===== src/rtl/led_pkg.sv =====
// Shared types and sizing helpers for the LED grayscale shifter.
package led_pkg;

  typedef enum logic [1:0] {
    IDLE,
    SHIFT_LO,
    SHIFT_HI,
    DONE
  } state_t;

  localparam int unsigned DEF_DATA_W    = 16;
  localparam int unsigned DEF_CHIPS     = 3;
  localparam int unsigned DEF_SCLK_DIV  = 2;
  localparam int unsigned DEF_WRTGS_LEN = 1;
  localparam int unsigned DEF_LATGS_LEN = 3;

  // Counter width able to hold 0..n-1, never narrower than one bit.
  function automatic int unsigned cnt_w(input int unsigned n);
    return (n > 1) ? $clog2(n) : 1;
  endfunction

endpackage


===== src/rtl/led_gs_shifter_if.sv =====
// Grayscale word stream (valid/ready) from the frame-buffer reader.
interface led_gs_shifter_if #(
  parameter int unsigned DATA_W = 16
);
  logic [DATA_W-1:0] s_data;
  logic              s_valid;
  logic              s_last;
  logic              s_ready;

  modport master (output s_data, output s_valid, output s_last, input s_ready);
  modport slave  (input s_data, input s_valid, input s_last, output s_ready);
endinterface


===== src/rtl/led_sync2.sv =====
// Two-flop synchroniser for asynchronous single-bit inputs.
module led_sync2 (
  input  logic clk,
  input  logic reset_n,
  input  logic d,
  output logic q
);
  logic meta;

  always_ff @(posedge clk or negedge reset_n) begin
    if (!reset_n) begin
      meta <= 1'b0;
      q    <= 1'b0;
    end else begin
      meta <= d;
      q    <= meta;
    end
  end
endmodule


===== src/rtl/led_gs_shifter.sv =====
// Serialises grayscale words onto a daisy-chained LED driver (SIN/SCLK/LAT).
// Optional LED_HPS_OVERRIDE_EN adds HPS pass-through of the driver pins in IDLE.
module led_gs_shifter
  import led_pkg::*;
#(
  parameter int unsigned DATA_W    = DEF_DATA_W,
  parameter int unsigned CHIPS     = DEF_CHIPS,
  parameter int unsigned SCLK_DIV  = DEF_SCLK_DIV,
  parameter int unsigned WRTGS_LEN = DEF_WRTGS_LEN,
  parameter int unsigned LATGS_LEN = DEF_LATGS_LEN
) (
  input  logic             clk,
  input  logic             reset_n,
  led_gs_shifter_if.slave  s_bus,
  output logic             sclk,
  output logic             sin,
  output logic             lat,
  input  logic             sout,
  output logic             hps_sout,
  output logic             frame_done,
  output logic             last_err
`ifdef LED_HPS_OVERRIDE_EN
  ,
  input  logic             hps_override,
  input  logic             hps_fc_clk,
  input  logic             hps_fc_data,
  input  logic             hps_fc_lat
`endif
);
  localparam int unsigned BW = cnt_w(DATA_W);
  localparam int unsigned DW = cnt_w(SCLK_DIV);
  localparam int unsigned GW = cnt_w(CHIPS);

  state_t            state, state_nx;
  logic [DATA_W-1:0] sreg;
  logic [BW-1:0]     bitcnt;
  logic [DW-1:0]     div;
  logic [GW-1:0]     grp, grp_upd, grp_eff;
  logic [BW:0]       lat_len, len_nx;
  logic              last_q, rdy_q, err_q;
  logic              accept, phase_end, ovr;
  logic              sclk_i, sin_i, lat_i;

  led_sync2 u_sout_sync (.clk(clk), .reset_n(reset_n), .d(sout), .q(hps_sout));

`ifdef LED_HPS_OVERRIDE_EN
  logic ovr_s;
  led_sync2 u_ovr_sync (.clk(clk), .reset_n(reset_n), .d(hps_override), .q(ovr_s));
  assign ovr = ovr_s;
`else
  assign ovr = 1'b0;
`endif

  // DONE also accepts so a back-to-back stream keeps the 2*SCLK_DIV*DATA_W+1 word period;
  // the group counter seen by that accept is the value DONE is writing back.
  assign s_bus.s_ready = rdy_q && !ovr && (state == IDLE || state == DONE);
  assign accept        = s_bus.s_valid && s_bus.s_ready;
  assign phase_end     = (div == DW'(SCLK_DIV - 1));
  assign grp_upd       = (lat_len != '0) ? '0 : grp + 1'b1;
  assign grp_eff       = (state == DONE) ? grp_upd : grp;
  assign len_nx        = s_bus.s_last ? (BW+1)'(LATGS_LEN)
                       : (grp_eff == GW'(CHIPS - 1)) ? (BW+1)'(WRTGS_LEN) : '0;

  always_ff @(posedge clk or negedge reset_n) begin
    if (!reset_n) state <= IDLE;
    else          state <= state_nx;
  end

  always_comb begin
    state_nx = state;
    case (state)
      IDLE:     if (accept) state_nx = SHIFT_LO;
      SHIFT_LO: if (phase_end) state_nx = SHIFT_HI;
      SHIFT_HI: if (phase_end) state_nx = (bitcnt == '0) ? DONE : SHIFT_LO;
      DONE:     state_nx = accept ? SHIFT_LO : IDLE;
      default:  state_nx = IDLE;
    endcase
  end

  always_ff @(posedge clk or negedge reset_n) begin
    if (!reset_n) begin
      sreg    <= '0;
      bitcnt  <= '0;
      div     <= '0;
      grp     <= '0;
      lat_len <= '0;
      last_q  <= 1'b0;
      rdy_q   <= 1'b0;
      err_q   <= 1'b0;
    end else begin
      rdy_q <= 1'b1;
      if (state == DONE) grp <= grp_upd;
      if (accept) begin
        sreg    <= s_bus.s_data;
        bitcnt  <= BW'(DATA_W - 1);
        div     <= '0;
        last_q  <= s_bus.s_last;
        lat_len <= len_nx;
        if (s_bus.s_last && grp_eff != GW'(CHIPS - 1)) err_q <= 1'b1;
      end else if (state == SHIFT_LO || state == SHIFT_HI) begin
        div <= phase_end ? '0 : div + 1'b1;
        if (state == SHIFT_HI && phase_end && bitcnt != '0) bitcnt <= bitcnt - 1'b1;
      end
    end
  end

  assign sclk_i     = (state == SHIFT_HI);
  assign sin_i      = sreg[bitcnt];
  assign lat_i      = (state == SHIFT_LO || state == SHIFT_HI) && ({1'b0, bitcnt} < lat_len);
  assign frame_done = (state == DONE) && last_q;
  assign last_err   = err_q;

`ifdef LED_HPS_OVERRIDE_EN
  always_comb begin
    sclk = sclk_i;
    sin  = sin_i;
    lat  = lat_i;
    if (state == IDLE && ovr) begin
      sclk = hps_fc_clk;
      sin  = hps_fc_data;
      lat  = hps_fc_lat;
    end
  end
`else
  assign sclk = sclk_i;
  assign sin  = sin_i;
  assign lat  = lat_i;
`endif
endmodule

===== src/flat_wrapper.sv =====
// flat-port wrapper written by rule: the top's interface ports become plain ports
module led_gs_shifter_flat import led_pkg::*;
#(
  parameter int unsigned DATA_W    = DEF_DATA_W,
  parameter int unsigned CHIPS     = DEF_CHIPS,
  parameter int unsigned SCLK_DIV  = DEF_SCLK_DIV,
  parameter int unsigned WRTGS_LEN = DEF_WRTGS_LEN,
  parameter int unsigned LATGS_LEN = DEF_LATGS_LEN
)
  (clk, reset_n, sclk, sin, lat, sout, hps_sout, frame_done, last_err, s_bus_s_data, s_bus_s_valid, s_bus_s_last, s_bus_s_ready);
  led_gs_shifter_if #(.DATA_W(DATA_W)) s_bus_i ();
  input  logic clk;
  input  logic reset_n;
  output logic sclk;
  output logic sin;
  output logic lat;
  input  logic sout;
  output logic hps_sout;
  output logic frame_done;
  output logic last_err;
  input wire logic [$bits(s_bus_i.s_data)-1:0] s_bus_s_data;
  input wire logic [$bits(s_bus_i.s_valid)-1:0] s_bus_s_valid;
  input wire logic [$bits(s_bus_i.s_last)-1:0] s_bus_s_last;
  output wire logic [$bits(s_bus_i.s_ready)-1:0] s_bus_s_ready;
  assign s_bus_i.s_data = s_bus_s_data;
  assign s_bus_i.s_valid = s_bus_s_valid;
  assign s_bus_i.s_last = s_bus_s_last;
  assign s_bus_s_ready = s_bus_i.s_ready;
  led_gs_shifter #(.DATA_W(DATA_W), .CHIPS(CHIPS), .SCLK_DIV(SCLK_DIV), .WRTGS_LEN(WRTGS_LEN), .LATGS_LEN(LATGS_LEN)) u_core (.clk(clk), .reset_n(reset_n), .s_bus(s_bus_i), .sclk(sclk), .sin(sin), .lat(lat), .sout(sout), .hps_sout(hps_sout), .frame_done(frame_done), .last_err(last_err));
endmodule

===== config.mk =====
export PLATFORM = sky130hd
export DESIGN_NAME = led_gs_shifter_flat
export DESIGN_NICKNAME = d
export VERILOG_FILES = /design/src/rtl/led_pkg.sv /design/src/rtl/led_gs_shifter_if.sv /design/src/rtl/led_sync2.sv /design/src/rtl/led_gs_shifter.sv /design/src/flat_wrapper.sv
export SDC_FILE = /design/constraint.sdc
export NUM_CORES = 1
export LEC_CHECK = 0
export ABC_AREA = 1
export CELL_PAD_IN_SITES_DETAIL_PLACEMENT = 1
export CELL_PAD_IN_SITES_GLOBAL_PLACEMENT = 2
export CORE_MARGIN = 2
export CORE_UTILIZATION = 32
export DETAILED_ROUTE_END_ITERATION = 16
export PLACE_DENSITY = 0.83
export SLEW_MARGIN = 25
export SYNTH_ARGS = -nofsm -noshare
export SYNTH_HDL_FRONTEND = slang
export SYNTH_SLANG_ARGS = --single-unit
export TNS_END_PERCENT = 30

===== constraint.sdc =====
create_clock -name clk -period 2.25 [get_ports clk]
set_input_delay 0.225 -clock clk [delete_from_list [all_inputs] [get_ports clk]]
set_output_delay 0.225 -clock clk [all_outputs]
set_load 0.02 [all_outputs]

; ---- After elaboration in Yosys (flattened, before gate mapping)
; Cells that the tools add are included.
[word_totals]
word_cells = 60
reg_bits = 35
input_bits = 21
[classes]
addsub = 3
mux = 18
magnitude_cmp = 2
reduce_logical = 18
n_eq_ne = 8
[ops]
columns = operator, count
row1 = two-way mux 2 bit, 6
row2 = two-way mux 4 bit, 3
row3 = case mux 2 bit (4 select lines), 1
row4 = logical AND 1 bit, 7
row5 = == test 2 bit (second input constant), 3
row6 = two-way mux 1 bit, 6
row7 = inequality test 2 x 1 -> 1 bit (second input constant), 3
row8 = < comparator 4 x 5 -> 1 bit, 1
row9 = < comparator 4 x 5 -> 1 bit (second input constant), 1
row10 = two-way mux 5 bit, 1
row11 = nonzero test 5 bit, 1
row12 = binary-select mux 1 bit (select 4 bit), 1
row13 = zero test 4 bit, 1
row14 = AND reduction 2 bit, 2
row15 = nonzero test 2 bit, 2
row16 = nonzero test 4 bit, 1
row17 = subtractor 4 x 1 -> 4 bit (second input constant), 1
row18 = AND reduction 3 bit, 1
row19 = adder 2 x 1 -> 2 bit (second input constant), 1
row20 = == test 2 x 1 -> 1 bit (second input constant), 1
row21 = zero test 2 bit, 1
row22 = logical OR 1 bit, 2
row23 = inequality test 2 bit (second input constant), 1
row24 = adder 1 bit (second input constant), 1

; ---- Logic depth before layout (Yosys ltp)
; Gate-level depths: netlist (run 1).
[depth]
word_depth = 6
mapped_depth = 9

; ---- By module
; A second synthesis (run 1) with hierarchy kept.
[unflattened]
cells_unflattened = 204
area_unflattened_um2 = 1607.8
[modules_own_cells]
columns = module, n_inst, cells_per_inst, seq_area_each_um2, area_per_inst_um2
row1 = led_gs_shifter, 1, 202, 725.7, 1557.7
row2 = led_sync2, 1, 2, 50.0, 50.0

; ---- Worst setup path after synthesis (run 1)
; No wires, ideal clock.
[synth_path]
path_type = register to output
start = register u_core.state[0]
end = output port lat
slack_ns = 0.692
arrival_ns = 1.333
stages_incl_launch_ff = 7
path_cell_list = dfrtp_1 -> inv_1 -> ha_1 -> inv_2 -> nor2_1 -> nand2_1 -> a21oi_1
[synth_between]
elab_chain_cells = 3
elab_cells_between_ends = 4
classes_between = eq/ne (2) / reduce/logical (2)
[synth_rtl]
columns = item, line
row1 = start: declaration, led_gs_shifter.sv:34  ; state_t state, state_nx;
row2 = start signal: assignment, led_gs_shifter.sv:66  ; else state <= state_nx;
row3 = == test 2 x 1 -> 1 bit / == test 2 bit (equally long branches), led_gs_shifter.sv:109  ; assign lat_i = (state == SHIFT_LO || state == SHIFT_HI) && ({1'b0, bitcnt} < lat_len);
row4 = logical OR 1 bit (*), led_gs_shifter.sv:109
row5 = logical AND 1 bit (*), led_gs_shifter.sv:109
row6 = end: declaration, flat_wrapper.sv:16  ; output logic lat;
; Mark *: on every way between the ends. The rest lies on a longest branch, timed or not.

; ---- Final worst setup path (run 1)
; Ends and elaborated chain as after synthesis.

==> summary.txt, run 1 <==
Die
  – I/O pin cnt: 28
  – Die X: 75.6 µm
  – Starting Density: 32.7%
  – Die height: 75.6 µm
  – Site Rows: 26
  – Die area: 0.00571 mm²
  – CORE AREA: 0.00501 mm²

Drt
  – Average vias per placed instance: 4.31
  – Initial drt markers: 35
  – First-pass DRT Iterations: 3
  – ANT nets after route: 0
  – Avg WL per Cell: 11.3 µm
  – Total Wirelength: 3.47 mm
  – Via count: 1327
  – DR DRC count: 0

STA
  – Final period util: 90.6%
  – Final setup vio count: 0
  – Fin Setup TNS: 0 ns
  – Max Freq: 0.491 GHz
  – Final Hold Vio Count: 0
  – Clock Skews: 0.00585 ns
  – Final hold slack: 0.341 ns
  – Fin crit period: 2.04 ns
  – Max Transition Viols Final: 0
  – RSZ-0062 raised after global routing: no

Finish
  – # fillers: 634
  – Share of post-route cells with drive strength above 1: 10.1%
  – Number of antenna diodes: 0
  – Commonest non-fill, non-tap cell in the layout: nand2_1
  – Area grow syn2layout: 25.3%
  – Final nets: 267
  – Most frequent cells in the layout: 96 x nand2_1, 30 x dfrtp_1, 24 x clkdlybuf4s50_1

Synth
  – FF+latch count, synth: 31
  – FFs w/ async S/R, synth: 100%
  – Synth Instances: 207
  – Warnings, synthesis: 0
  – Post-synthesis cell type count: 26
  – Syn avg cell area: 7.92 µm²
  – Mapped Area: 0.00164 mm²
  – Seq/Total Area, Yosys: 47.3%
  – Syn_nets: 236
  – EDFF count, synth: 0
  – Primary FF master, synth: dfrtp_1

GRT
  – Grt met2 use: 22.4%
  – GR Util met1: 18.9%
  – Antenna violations before repair: 0
  – Vias in the first global route: 1331
  – First-pass GRT wire length: 6.04 mm
  – GRT Max-Usage Layer: met2
  – Grt ovf: 0
  – Met3 GRT Util: 3.57%
  – Largest net degree at the start of global routing: 32
  – Gr usage total: 14.1%

Status
  – Status: completed

Run
  – Number of max-cap violations: 0

Placement
  – Port Buffers: 27
  – GPL Wtd Cong: 0.751
  – DP HPWL: 2.58 mm

Worst setup path
  – Kind of critical path: reg -> out
  – Critical path origin: u_core.state[0]
  – CP bufs+invs: 3
  – Arr. time, crit path: 1.81 ns
  – Data required time at the worst endpoint: 2.03 ns
  – Slowest stage cell, crit path: dfrtp_1
  – Startpoint types: register
  – Delay-heaviest family, CP: buffers and inverters
  – CP Capture Type: primary output
  – CP cell instances: inv_1, ha_1, inv_2, nor2_1, nand2_1, a21oi_1, clkdlybuf4s15_1
  – Slowest stage delay, CP: 0.43 ns
  – Worst R2R Start: u_core.state[0]
  – CP Max Fanout: 5
  – Reg2Reg Setup Slack: 0.42 ns

Clocking
  – Clock latency at the later pin of the worst-skew pair: 0.28 ns
  – CTS root buf: clkbuf_8
  – CTS clock-pin slew for the worst setup and hold paths: 0.06 ns
  – CTS tree: yes
  – Number of hold-repair buffers added at the cts stage: 0
  – Longest Clk Path Bufs: 2
  – Sink Count: 31
  – Num CTS Buffers: 5
  – H-tree depth: 2

Power
  – Pwr/cell area: 1250 mW/mm²
  – Power, Total: 0.00257 W
  – LEAKAGE: 1.06 nW
  – VDD IR max: 0.543 mV

Min path
  – Hold crit path type: in -> async
==> power breakdown <==
part	total [W]	internal, W	switching (W)
Clock	0.000435	0.000239	0.000196
Combinational	0.00115	0.000465	0.000684
Sequential	0.000989	0.000791	0.000198
Total	0.00257	0.00150	0.00108
==> final timing paths <==
kind,endpoint,cells after the start
max,lat,7
min,u_core.sreg[1],2
max reg2reg,u_core.bitcnt[1],8
min reg2reg,u_core.u_sout_sync.q,0
max in group asynchronous,u_core.bitcnt[0],2
min in group clk,u_core.u_sout_sync.q,0
==> stage by stage <==
step	utilization, %	cells	cell area (µm²)	setup WS [ns]
final	41.0	308	2060	0.212
after detailed placement	39.2	301	1960	0.184
after floorplan	-	207	1640	0.692
after global placement	39.2	301	1960	0.257
after global routing	41.0	308	2060	0.00776
after CTS	40.9	308	2050	0.0578
==> cells in the mapped netlist, types with 2 or more instances <==
cell type	number	share of area [%]
o21ai_0	5	1.5
ha_1	8	6.1
buf_6	3	2.1
nand3_2	2	1.2
o21ai_1	4	1.2
nand4_1	2	0.76
nand3_1	9	2.7
nor2_1	11	2.5
inv_1	14	3.2
dfrtp_1	31	47
nand2_1	96	22
buf_2	2	0.61
inv_2	3	0.69
nand2_2	3	1.1
a21oi_1	3	0.92
==> repair_timing <==
| item | 4_1_cts | 5_1_grt |
|---|---|---|
| gates resized for setup | 2 | 3 |
| pin swaps | 0 | 0 |
| buffers inserted | 0 | 0 |
| setup endpoints to repair | 2 | 3 |
==> worst reg2reg max path: stages (launching register included) <==
cell	delay (ns)
dfrtp_1	0.43
inv_1	0.12
ha_1	0.36
inv_2	0.09
nand3_4	0.17
inv_2	0.25
buf_4	0.22
a21oi_1	0.05
o21ai_1	0.07
==> state kept, by name, summed over array words and instances, names as in the netlist <==
signal                   flops
u_core.state                 2
u_core.bitcnt                4
u_core.u_sout_sync.q         1
u_core.rdy_q                 1
u_core.div                   1
u_core.last_err              1
u_core.grp                   2
u_core.lat_len               2
u_core.u_sout_sync.meta      1
u_core.sreg                 16
==> final cells by class <==
class / count / area, µm² / share of cell area (%)
well taps: 70 / 87.6 / 4.26
clock inverters: 1 / 5.00 / 0.243
flip-flops and latches: 31 / 777 / 37.8
clock buffers: 6 / 82.6 / 4.02
repair buffers: 30 / 298 / 14.5
multi-input cells: 152 / 736 / 35.8
inverters: 18 / 70.1 / 3.41
==> metal layers <==
layer / vias to the layer above / part of all wire (%)
li1: 694 / -
met1: 607 / 50
met4: 0 / 1.4
met2: 22 / 46
met5: - / 0
met3: 4 / 3.2
==> kinds of logic (layout without fill, tap and decap cells) <==
kind of cell / after synthesis / in the layout / share of synthesized area [%]
AO/OA/AOI/OAI: 14 / 14 / 4.65
XOR/XNOR: 2 / 2 / 1.07
buffers and inverters: 24 / 55 / 7.86
flip-flops: 31 / 31 / 47.3
other: 1 / 1 / 0.229
adder cells (fa/ha/maj): 8 / 8 / 6.10
AND/OR/NAND/NOR: 127 / 127 / 32.8
Note: power is estimated with default switching activity, not from simulation.
==> inputs of run 2 (changes only) <==
CORE_ASPECT_RATIO = 1.1   (was not set)
==> run 2 against run 1 <==
Net effect:
- fmax shrank 1.1%
- critical path type unchanged
- flip-flop and latch count did not move
- register-to-register slack improved by 0.10 ns
==> summary.txt, run 2 (synthesis gave the netlist of run 1 again) <==
Status
  – Status: completed

STA
  – Setup ws final: 0.190 ns
  – Final Hold Vio Count: 0
  – Max Transition Viols Final: 0
  – Fin crit period: 2.06 ns
  – Final period util: 91.6%
  – Max Freq: 0.485 GHz
  – Clock Skews: 0.00447 ns
  – Final setup vio count: 0
  – RSZ-0062 raised after global routing: no
  – Fin Setup TNS: 0 ns

Power
  – Sw power: 0.00111 W
  – Pwr/cell area: 1320 mW/mm²
  – Clk pwr share: 21.3%
  – Sequential power share: 36.2%
  – Net switching fraction of the power: 40.8%
  – VDD IR max: 0.536 mV
  – Pint: 0.00162 W
  – LEAKAGE: 1.09 nW
  – Comb pwr share: 42.5%

Min path
  – Hold crit path type: in -> async

Die
  – Die height: 79.1 µm
  – CORE AREA: 0.00497 mm²
  – I/O pin cnt: 28
  – Starting Density: 33.0%
  – Site Rows: 27
  – Die X: 72.3 µm
  – Die area: 0.00572 mm²

Clocking
  – CTS clock-pin slew for the worst setup and hold paths: 0.07 ns
  – CTS tree: yes
  – Number of hold-repair buffers added at the cts stage: 0
  – Post-CTS Setup Inserts: 0
  – H-tree depth: 2
  – Num CTS Buffers: 5
  – CTS root buf: clkbuf_8
  – Clock latency at the later pin of the worst-skew pair: 0.29 ns
  – Longest Clk Path Bufs: 2
  – Sink Count: 31

Worst setup path
  – CP Max Fanout: 5
  – CP Capture Type: primary output
  – Data required time at the worst endpoint: 2.03 ns
  – Startpoint types: register
  – Kind of critical path: reg -> out
  – Arr. time, crit path: 1.84 ns

Drt
  – First-pass DRT Iterations: 4
  – DR DRC count: 0
  – Average vias per placed instance: 4.58
  – Via count: 1364
  – ANT nets after route: 0
  – Total Wirelength: 3.77 mm
  – Avg WL per Cell: 12.6 µm
  – Initial drt markers: 81

Finish
  – Reg with most FFs: u_core.sreg
  – Commonest non-fill, non-tap cell in the layout: nand2_1
  – Largest register FFs: 16
  – Number of antenna diodes: 0
  – Final nets: 268
  – Top Registers: u_core.sreg: 16 flops, u_core.bitcnt: 4 flops
  – Most frequent cells in the layout: 96 x nand2_1, 30 x dfrtp_1, 24 x clkdlybuf4s50_1
  – Share of post-route cells with drive strength above 1: 10.8%
  – Final instance area: 0.00208 mm²
  – Area grow syn2layout: 26.6%

GRT
  – Largest net degree at the start of global routing: 32
  – First-pass GRT wire length: 6.44 mm
  – Grt ovf: 0
  – Vias in the first global route: 1340
  – Grt met2 use: 23.9%
  – GRT Max-Usage Layer: met2
  – GR Util met1: 19.0%
  – Gr usage total: 14.9%
  – Met3 GRT Util: 3.93%
  – Antenna violations before repair: 0

Placement
  – DP HPWL: 2.70 mm
  – GPL Wtd Cong: 0.773
  – Post-place setup slack: 0.215 ns
  – Port Buffers: 27
  – DP Area: 0.00195 mm²

Run
  – Number of max-cap violations: 0
[run 2: cell types whose count changed in the layout (fill, tap and decap cells not counted), sizes merged]
cell / previous run / this run
buf: 3 / 4
bufinv: 0 / 1
clkdlybuf4s15: 1 / 0
dlygate4sd2: 0 / 1
[run 2: metal layers]
layer,share of wire (%),vias to the layer above,wire length (µm)
met1,46,640,1750
met2,48,17,1820
li1,-,700,-
met3,3.6,7,136
met5,0,-,0
met4,1.8,0,66
[run 2: repair_timing]
| item | 4_1_cts | 5_1_grt |
|---|---|---|
| gates resized for setup | 2 | 2 |
| endpoints found under the hold margin | 0 | 0 |
| setup endpoints to repair | 2 | 2 |
[run 2: metrics by stage]
| step | std cells | utilization [%] | total power (W) | hold slack [ns] |
|---|---|---|---|---|
| after floorplan | 207 | - | 0.00185 | -0.0706 |
| after global placement | 290 | 39.4 | 0.00217 | 0.335 |
| after detailed placement | 290 | 39.4 | 0.00220 | 0.338 |
| after CTS | 298 | 41.7 | 0.00280 | 0.352 |
| after global routing | 298 | 41.8 | 0.00301 | 0.363 |
| final | 298 | 41.8 | 0.00273 | 0.338 |
[run 2: final timing paths]
path	startpoint	endpoint	slack (ns)	cells after the start
setup / recovery	u_core.state[1]	lat	0.19	7
hold / removal	reset_n	u_core.sreg[2]	0.34	2
setup reg to reg	u_core.state[1]	u_core.bitcnt[1]	0.52	8
hold reg to reg	u_core.u_sout_sync.meta	u_core.u_sout_sync.q	0.35	0
max in group asynchronous	reset_n	u_core.bitcnt[0]	1.60	2
min in group clk	u_core.u_sout_sync.meta	u_core.u_sout_sync.q	0.35	0
[run 2: power groups by stage]
stage	clock network, W	registers [W]	logic [W]
finish	0.000581	0.000990	0.00116
global route	0.000621	0.00102	0.00137
CTS	0.000597	0.000991	0.00121
detailed placement	0	0.000998	0.00120
global placement	0	0.000994	0.00117
floorplan	0	0.000923	0.000927
[run 2: worst max-delay path, cell delays in order (launching register included)]
cell and delay (ns):
dfrtp_1 0.41, inv_1 0.12, ha_1 0.36, inv_2 0.07, nor2_1 0.08, nand2_1 0.05, a21oi_1 0.10, dlygate4sd2_1 0.34
[run 2: area by class of cell]
type | count | area (µm²)
fill | 617 | 2890
sequential | 31 | 777
multi-input combinational | 152 | 736
timing repair buffer | 31 | 304
clock buffer | 6 | 82.6
tap | 58 | 72.6
inverter | 18 | 70.1
clock inverter | 2 | 35.0
==> inputs of run 3 (changes only) <==
CORE_ASPECT_RATIO = 0.6   (was 1.1)
==> run 3 against run 2 <==
Net effect:
- global-route usage is 0.46 points higher
- worst setup slack lost 0.071 ns
- flip-flop and latch count stayed put
- combinational power barely moved
- wire length about the same
- largest cell class unchanged
- critical path type unchanged
- register-to-register slack got worse by 0.14 ns
==> summary.txt, run 3 (synthesis gave the netlist of run 1 again) <==
Clocking
  – Longest Clk Path Bufs: 2
  – CTS root buf: clkbuf_8
  – CTS tree: yes
  – Clock latency at the later pin of the worst-skew pair: 0.27 ns
  – Sink Count: 31
  – Num CTS Buffers: 5
  – CTS clock-pin slew for the worst setup and hold paths: 0.06 ns
  – H-tree depth: 2
  – Number of hold-repair buffers added at the cts stage: 0

Drt
  – Average vias per placed instance: 4.39
  – Via count: 1349
  – Avg WL per Cell: 12.3 µm
  – DR DRC count: 0
  – Initial drt markers: 57
  – ANT nets after route: 0
  – Total Wirelength: 3.77 mm
  – First-pass DRT Iterations: 4

Finish
  – Final nets: 269
  – Reg with most FFs: u_core.sreg
  – Number of antenna diodes: 0
  – Top Registers: u_core.sreg: 16 flops, u_core.bitcnt: 4 flops
  – Most frequent cells in the layout: 96 x nand2_1, 30 x dfrtp_1, 25 x clkdlybuf4s50_1
  – Area grow syn2layout: 26.5%
  – # fillers: 628
  – Commonest non-fill, non-tap cell in the layout: nand2_1
  – Largest register FFs: 16
  – Share of post-route cells with drive strength above 1: 10.8%

Status
  – Status: completed

Power
  – Sequential power share: 37.1%
  – LEAKAGE: 1.07 nW
  – Pwr/cell area: 1280 mW/mm²
  – VDD IR max: 0.387 mV
  – Power, Total: 0.00266 W
  – Net switching fraction of the power: 41.8%
  – Comb pwr share: 44.9%
  – Pint: 0.00155 W
  – Sw power: 0.00111 W
  – Clk pwr share: 18.0%

Min path
  – Hold-critical path depth: 0
  – Hold crit path type: reg -> reg

STA
  – Final period util: 94.7%
  – Final setup vio count: 0
  – Fin Setup TNS: 0 ns
  – RSZ-0062 raised after global routing: no
  – Max Transition Viols Final: 0
  – Final Hold Vio Count: 0
  – Max Freq: 0.469 GHz
  – Fin crit period: 2.13 ns
  – Clock Skews: 0.00377 ns
  – Final hold slack: 0.352 ns

Worst setup path
  – Reg2Reg Depth: 9
  – CP cell instances: inv_1, ha_1, nor2_1, clkdlybuf4s50_1
  – Crit path depth: 4
  – Arr. time, crit path: 1.91 ns
  – Delay-heaviest family, CP: buffers and inverters
  – Slowest stage cell, crit path: clkdlybuf4s50_1
  – Startpoint types: register
  – Slowest stage delay, CP: 0.61 ns
  – Data required time at the worst endpoint: 2.03 ns
  – CP bufs+invs: 2
  – Kind of critical path: reg -> out
  – CP Max Fanout: 5
  – CP Capture Type: primary output

GRT
  – Vias in the first global route: 1396
  – Grt met2 use: 23.5%
  – GRT Max-Usage Layer: met2
  – Antenna violations before repair: 0
  – Gr usage total: 15.4%
  – Met3 GRT Util: 4.58%
  – Grt ovf: 0
  – Largest net degree at the start of global routing: 32
  – First-pass GRT wire length: 6.56 mm
  – GR Util met1: 21.7%

Placement
  – GPL Wtd Cong: 0.787
  – DP HPWL: 2.79 mm
  – Port Buffers: 27

Die
  – Die height: 59.5 µm
  – Die X: 96.4 µm
  – Starting Density: 32.8%
  – Site Rows: 20
  – Die area: 0.00573 mm²
  – I/O pin cnt: 28
  – CORE AREA: 0.00500 mm²

Run
  – Number of max-cap violations: 0
-- run 3: cell types whose count changed in the layout (fill, tap and decap cells not counted) --
cell | previous run | this run
dlymetal6s2s_1 | 2 | 1
clkinv_2 | 1 | 0
clkbuf_8 | 6 | 7
bufinv_16 | 1 | 0
clkdlybuf4s50_1 | 24 | 25
clkbuf_1 | 0 | 1
buf_4 | 4 | 5
-- run 3: per-layer routing --
layer | routed length (µm) | part of all wire [%] | vias up
met5 | 0 | 0 | -
met4 | 17 | 0.45 | 0
met3 | 138 | 3.7 | 2
met2 | 1530 | 41 | 18
met1 | 2080 | 55 | 625
li1 | - | - | 704
-- run 3: what timing repair did --
action,CTS,global route
buffers inserted,0,0
endpoints found under the setup margin,2,1
cloned,0,0
gates resized for setup,2,1
-- run 3: power by group through the flow --
stage,clock network (W),registers (W),logic (W)
6_report,0.000478,0.000986,0.00119
5_1_grt,0.000529,0.00103,0.00140
4_1_cts,0.000493,0.000988,0.00122
3_5_place_dp,0,0.000995,0.00121
3_3_place_gp,0,0.000989,0.00120
2_1_floorplan,0,0.000923,0.000927
-- run 3: per-stage QoR --
step,util [%],cell area (µm²),instances,worst slack (ns)
after CTS,41.4,2070,307,0.0339
final,41.4,2070,307,0.119
after floorplan,-,1640,207,0.692
after detailed placement,39.4,1970,299,0.213
after global placement,39.4,1970,299,0.245
after global routing,41.4,2070,307,0.0120
-- run 3: cell type report --
class / instances / area, µm² / share of cell area, %
inverter: 18 / 70.1 / 3.38
sequential: 31 / 777 / 37.5
multi-input combinational: 152 / 736 / 35.5
timing repair buffer: 32 / 309 / 14.9
clock buffer: 8 / 100 / 4.83
tap: 66 / 82.6 / 3.98
-- run 3: final timing paths --
path,slack [ns],end,start
setup / recovery,0.12,s_bus_s_ready,u_core.state[0]
hold / removal,0.35,u_core.u_sout_sync.q,u_core.u_sout_sync.meta
setup reg to reg,0.38,u_core.lat_len[0],u_core.state[0]
hold reg to reg,0.35,u_core.u_sout_sync.q,u_core.u_sout_sync.meta
max in group asynchronous,1.57,u_core.bitcnt[0],reset_n
min in group asynchronous,0.36,u_core.sreg[5],reset_n
-- run 3: worst register-to-register path, cell delays in order, from the launching register on --
cell	delay, ns
dfrtp_1	0.41
inv_1	0.12
ha_1	0.36
inv_2	0.10
nand3_4	0.19
buf_4	0.26
nor2_1	0.13
inv_1	0.09
nand2_1	0.05
o21bai_1	0.09
